### config.mk
export PLATFORM = sky130hd
export DESIGN_NAME = bcd_seg7_scan_driver
export DESIGN_NICKNAME = d
export VERILOG_FILES = /design/src/rtl/seg7_pkg.sv /design/src/rtl/bcd_to_seg7.sv /design/src/rtl/bcd_seg7_scan_driver.sv
export SDC_FILE = /design/constraint.sdc
export NUM_CORES = 1
export LEC_CHECK = 0
export BUFFER_PORTS_ARGS = -buffer_cell sky130_fd_sc_hd__buf_2
export CORE_ASPECT_RATIO = 1.4
export CORE_UTILIZATION = 55
export DETAILED_ROUTE_END_ITERATION = 16
export PLACE_DENSITY = 0.8
export SKIP_CTS_REPAIR_TIMING = 1
export SLEW_MARGIN = 0
export SYNTH_ARGS = -nofsm -noshare
export SYNTH_HDL_FRONTEND = slang
export SYNTH_HIERARCHICAL = 1
export SYNTH_SLANG_ARGS = --single-unit
### constraint.sdc
create_clock -name clk -period 4.33 [get_ports clk]
set_clock_uncertainty 0.1 [all_clocks]
set_input_delay 0.6495 -clock clk [delete_from_list [all_inputs] [get_ports clk]]
set_output_delay 0.6495 -clock clk [all_outputs]
set_load 0.05 [all_outputs]
### src/rtl/seg7_pkg.sv
// Shared 7-segment constants and BCD decode function (active-high, bit order gfedcba).
package seg7_pkg;

  typedef logic [6:0] seg_t;

  localparam seg_t SEG_0     = 7'h3F;
  localparam seg_t SEG_1     = 7'h06;
  localparam seg_t SEG_2     = 7'h5B;
  localparam seg_t SEG_3     = 7'h4F;
  localparam seg_t SEG_4     = 7'h66;
  localparam seg_t SEG_5     = 7'h6D;
  localparam seg_t SEG_6     = 7'h7D;
  localparam seg_t SEG_7     = 7'h07;
  localparam seg_t SEG_8     = 7'h7F;
  localparam seg_t SEG_9     = 7'h6F;
  localparam seg_t SEG_DASH  = 7'h40;
  localparam seg_t SEG_BLANK = 7'h00;

  // Codes 10..15 are not valid BCD and render as a dash.
  function automatic seg_t bcd_to_seg(input logic [3:0] bcd);
    seg_t pat;
    case (bcd)
      4'd0:    pat = SEG_0;
      4'd1:    pat = SEG_1;
      4'd2:    pat = SEG_2;
      4'd3:    pat = SEG_3;
      4'd4:    pat = SEG_4;
      4'd5:    pat = SEG_5;
      4'd6:    pat = SEG_6;
      4'd7:    pat = SEG_7;
      4'd8:    pat = SEG_8;
      4'd9:    pat = SEG_9;
      default: pat = SEG_DASH;
    endcase
    return pat;
  endfunction

endpackage

### src/rtl/bcd_to_seg7.sv
// Combinational 4-bit BCD to 7-segment decoder (active-high gfedcba).
module bcd_to_seg7
  import seg7_pkg::*;
(
  input  logic [3:0] i_bcd,
  output logic [6:0] o_seg
);

  always_comb begin
    o_seg = bcd_to_seg(i_bcd);
  end

endmodule

### src/rtl/bcd_seg7_scan_driver.sv
// Multiplexed 7-segment display driver: shadows BCD digits on load and scans them one per slot.
// Optional leading-zero blanking is enabled by defining LEADING_ZERO_BLANK_EN.
module bcd_seg7_scan_driver
  import seg7_pkg::*;
#(
  parameter int unsigned NUM_DIGITS     = 4,
  parameter int unsigned PRESCALE       = 50000,
  parameter bit          SEG_ACTIVE_LOW = 1'b1,
  parameter bit          AN_ACTIVE_LOW  = 1'b1
) (
  input  logic                    clk,
  input  logic                    rst,
  input  logic [4*NUM_DIGITS-1:0] bcd_in,
  input  logic [NUM_DIGITS-1:0]   dp_in,
  input  logic                    load,
  output logic [6:0]              seg,
  output logic                    dp,
  output logic [NUM_DIGITS-1:0]   an,
  output logic [2:0]              digit_idx,
  output logic                    frame_tick
);

  localparam int unsigned     CNT_W    = (PRESCALE > 1) ? $clog2(PRESCALE) : 1;
  localparam logic [CNT_W-1:0] CNT_LAST = CNT_W'(PRESCALE - 1);
  localparam logic [2:0]      IDX_LAST = 3'(NUM_DIGITS - 1);

  logic [CNT_W-1:0]        r_cnt;
  logic [2:0]              r_idx;
  logic [4*NUM_DIGITS-1:0] r_bcd;
  logic [NUM_DIGITS-1:0]   r_dp;

  logic [6:0]              r_seg;
  logic                    r_dp_out;
  logic [NUM_DIGITS-1:0]   r_an;
  logic [2:0]              r_digit_idx;
  logic                    r_frame_tick;

  logic                    w_tick;
  logic                    w_wrap;
  logic [3:0]              w_digit;
  logic                    w_digit_dp;
  logic                    w_blank;
  logic [NUM_DIGITS-1:0]   w_an_onehot;
  logic [NUM_DIGITS-1:0]   w_blank_vec;
  logic [6:0]              w_seg_raw;
  logic [6:0]              w_seg_lit;
`ifdef LEADING_ZERO_BLANK_EN
  logic                    w_run;
`endif

  assign w_tick = (r_cnt == CNT_LAST);
  assign w_wrap = w_tick && (r_idx == IDX_LAST);

  always_ff @(posedge clk) begin
    if (rst) begin
      r_cnt <= '0;
    end else if (w_tick) begin
      r_cnt <= '0;
    end else begin
      r_cnt <= r_cnt + 1'b1;
    end
  end

  always_ff @(posedge clk) begin
    if (rst) begin
      r_idx <= '0;
    end else if (w_tick) begin
      r_idx <= (r_idx == IDX_LAST) ? 3'd0 : r_idx + 3'd1;
    end
  end

  always_ff @(posedge clk) begin
    if (rst) begin
      r_bcd <= '0;
      r_dp  <= '0;
    end else if (load) begin
      r_bcd <= bcd_in;
      r_dp  <= dp_in;
    end
  end

  // A digit is blanked while it and every digit above it are zero with no dp; digit 0 always shows.
  always_comb begin
    w_blank_vec = '0;
`ifdef LEADING_ZERO_BLANK_EN
    w_run = 1'b1;
    for (int unsigned i = NUM_DIGITS - 1; i >= 1; i--) begin
      w_run          = w_run && (r_bcd[4*i +: 4] == 4'd0) && !r_dp[i];
      w_blank_vec[i] = w_run;
    end
`endif
  end

  always_comb begin
    w_digit     = '0;
    w_digit_dp  = 1'b0;
    w_blank     = 1'b0;
    w_an_onehot = '0;
    for (int unsigned i = 0; i < NUM_DIGITS; i++) begin
      if (r_idx == 3'(i)) begin
        w_digit        = r_bcd[4*i +: 4];
        w_digit_dp     = r_dp[i];
        w_blank        = w_blank_vec[i];
        w_an_onehot[i] = 1'b1;
      end
    end
  end

  bcd_to_seg7 u_dec (
    .i_bcd (w_digit),
    .o_seg (w_seg_raw)
  );

  assign w_seg_lit = w_blank ? SEG_BLANK : w_seg_raw;

  always_ff @(posedge clk) begin
    if (rst) begin
      r_seg        <= {7{SEG_ACTIVE_LOW}};
      r_dp_out     <= SEG_ACTIVE_LOW;
      r_an         <= {NUM_DIGITS{AN_ACTIVE_LOW}};
      r_digit_idx  <= '0;
      r_frame_tick <= 1'b0;
    end else begin
      r_seg        <= w_seg_lit ^ {7{SEG_ACTIVE_LOW}};
      r_dp_out     <= (w_digit_dp && !w_blank) ^ SEG_ACTIVE_LOW;
      r_an         <= w_an_onehot ^ {NUM_DIGITS{AN_ACTIVE_LOW}};
      r_digit_idx  <= r_idx;
      r_frame_tick <= w_wrap;
    end
  end

  assign seg        = r_seg;
  assign dp         = r_dp_out;
  assign an         = r_an;
  assign digit_idx  = r_digit_idx;
  assign frame_tick = r_frame_tick;

endmodule

==> flow_summary.json <==
{
  "worstHoldStart": "r_cnt[0]",
  "fmax_ghz": 0.376,
  "synth-adder-area-share_pct": 5.68,
  "clock_sinks": 55,
  "port_buffers": 38,
  "drive_gt1_share_pct": 16.3,
  "synth_top_family_by_area": "simple AND/OR/NAND/NOR gates",
  "power_density_nw_per_um2": 354,
  "rr_worst_depth": 10,
  "crit_path_max_incr_delay_ns": 0.48,
  "area_growth_syn_to_layout_pct": 11.4,
  "hp-class": "reg2reg",
  "fin_crit_ns": 2.66,
  "wl_per_cell_um": 12.0,
  "root_buffer": "clkbuf_8",
  "max_slew.worst_pin.slew_ns": 0.735,
  "cts_tree": "yes",
  "setup-violations-final": 0,
  "place_congestion": 0.853,
  "status": "complete, no violations",
  "cp-start-kind": "flop",
  "synth_cell_types": 36,
  "timing.rr.end": "seg[3]",
  "fin_area_um2": 2700,
  "layout_commonest_cell": "dfxtp_1",
  "finalMaxSlewViolations": 0,
  "rows": 28,
  "grt-ovfl-total": 0,
  "synth_seq_area_share_pct": 45.4,
  "grt_max_degree": 35,
  "required_ns": 4.43,
  "cts_buffers": 5,
  "grt_pass1_wl_um": 7300,
  "htreeDepth": 2,
  "rsz0062_at_grt": "no",
  "insertedDiodeCount": 0,
  "die-height_um": 80.5,
  "grtUsageTotal_pct": 20.3,
  "ant_nets": 0,
  "syn_nets": 304,
  "path_clk_slew_ns": 0.09,
  "drt_first_pass_iters": 5,
  "clock_latency_ns": 0.30,
  "finalSetupTns_ns": 0,
  "worstSetupPathType": "reg2reg",
  "critical_path_arrival_ns": 2.76,
  "crit_path_end_kind": "flop",
  "synthMuxAreaShare_pct": 8.88,
  "worstReg2RegStart": "r_idx[0]",
  "fin_crit_sh_pct": 61.4,
  "dpl_cell_area_um2": 2600,
  "cap_viol_max_count": 0,
  "synth-xor-area-share_pct": 5.06,
  "synthCells": 270,
  "synth_compound_area_share_pct": 7.28,
  "ys_warn_count": 6,
  "slew-limit-headroom_pct": 51.0,
  "ir_drop_mv": 0.187,
  "die_x_um": 58.1,
  "path_cells": "inv_1 > ha_1 > a21oi_1 > o21ai_0 > a21oi_1 > inv_1 > ha_1 > mux2_4 > o22ai_1 > nand2b_1",
  "cp_max_fo": 11,
  "drt_iter0_drc": 43,
  "synthSimpleGateAreaFrac_pct": 21.4,
  "ys_ff_latch": 55,
  "power_mw": 0.957,
  "syn_avg_cell_area_um2": 8.98,
  "fin_nets": 335,
  "holdPathEnd": "r_cnt[0]",
  "drc": 0,
  "fillCellCount": 361,
  "routed_wl_um": 4320,
  "clockBufferDepth": 2,
  "core_um2": 4240,
  "fin_util_pct": 63.7,
  "io_pins": 39,
  "worstSetupStartpoint": "r_idx[0]",
  "grt_pass1_vias": 1716,
  "cpMaxStageDelayCell": "a21oi_1",
  "antenna_found_initial": 0,
  "hold_violations": 0,
  "die_area_um2": 4680,
  "initial_core_util_pct": 57.2,
  "ff2ff_setup_slack_ns": 1.67,
  "holdPathStages": 1,
  "vias": 1840,
  "syn_area_um2": 2420,
  "p_leak_nw": 1.11,
  "final_cell_mix": "dfxtp_1, nor2_1, buf_2",
  "dp_hpwl_um": 3200,
  "via_per_inst": 5.10
}
[sequential cells by signal (all words and copies together), names as in the netlist]
register    cells
r_bcd          16
r_cnt          16
seg             7
an              4
r_dp            4
digit_idx       3
r_idx           3
dp              1
frame_tick      1
[cell families (layout without fill, tap and decap cells)]
family	Yosys count	count (layout)
xor+xnor	14	14
mux	21	21
simple gates	108	108
fa+ha+maj	11	11
compound gates	31	31
flops	55	55
buf+inv	30	61
[where the power goes]
part	internal, mW	switching, mW
clock network	0.170	0.145
logic	0.0395	0.0673
registers	0.526	0.00986
total	0.735	0.222
[layer usage]
metal	vias to the layer above	track usage, %	share of wire (%)
met4	0	7.62	1.1
met2	41	38.0	54
met5	-	0	0
met3	6	4.99	3.0
met1	849	21.2	41
li1	944	-	-
[cell type report]
cell class,count,area [um2],area share [%]
multi-input cells,185,1170,43.4
flip-flops and latches,55,1100,40.8
repair buffers,38,190,7.04
well taps,60,75.1,2.78
clock buffers,6,72.6,2.69
inverters,16,60.1,2.22
clock inverters,1,30.0,1.11
[worst max path at each step]
| stage | end | slack, ns | cells after the start |
|---|---|---|---|
| after floorplan | seg[3] | 1.94 | 11 |
| after global routing | seg[3] | 1.35 | 10 |
| after CTS | seg[3] | 1.70 | 10 |
| after detailed placement | seg[3] | 1.73 | 10 |
| final | seg[3] | 1.67 | 10 |
| after global placement | seg[0] | 1.84 | 10 |
[Yosys cell counts]
cell | count | area share, %
a21boi_0 | 1 | 0.31
nand2_1 | 24 | 3.7
a22oi_1 | 1 | 0.31
nor2_1 | 45 | 7.0
buf_12 | 1 | 0.83
nand2b_2 | 1 | 0.36
nand2b_1 | 8 | 2.1
xor2_1 | 1 | 0.36
mux2_4 | 1 | 0.62
nand4_1 | 3 | 0.77
xnor2_1 | 13 | 4.7
or4_4 | 1 | 0.46
clkbuf_1 | 10 | 1.5
o31a_1 | 1 | 0.36
nand4b_1 | 2 | 0.72
inv_1 | 16 | 2.5
nand3_1 | 5 | 1.0
a221oi_1 | 1 | 0.36
dfxtp_1 | 55 | 45
mux2i_1 | 20 | 8.3
nor3_1 | 5 | 1.0
and2_1 | 1 | 0.26
and2b_1 | 1 | 0.31
o21ai_0 | 11 | 2.3
or4b_2 | 1 | 0.41
or2_1 | 1 | 0.26
o22ai_1 | 3 | 0.77
or4b_4 | 1 | 0.57
a21o_1 | 2 | 0.62
ha_1 | 11 | 5.7
nor2b_1 | 3 | 0.77
nor4_1 | 4 | 1.0
or4b_1 | 1 | 0.41
and3_1 | 1 | 0.26
buf_6 | 3 | 1.4
a21oi_1 | 11 | 2.3
[critical path, delay by kind of cell (launching register included)]
family	cells	cell delay (ns)
fa+ha+maj	2	0.54
simple gates	1	0.07
flops	1	0.41
mux	1	0.28
compound gates	4	0.89
buf+inv	2	0.29
[per-stage QoR]
step | hold WS, ns | worst slack [ns] | cells
after global routing | 0.397 | 1.35 | 361
after global placement | 0.343 | 1.84 | 354
after floorplan | 0.329 | 1.94 | 270
after detailed placement | 0.359 | 1.73 | 354
final | 0.370 | 1.67 | 361
after CTS | 0.378 | 1.70 | 361
Note: power is estimated with default switching activity, not from simulation.
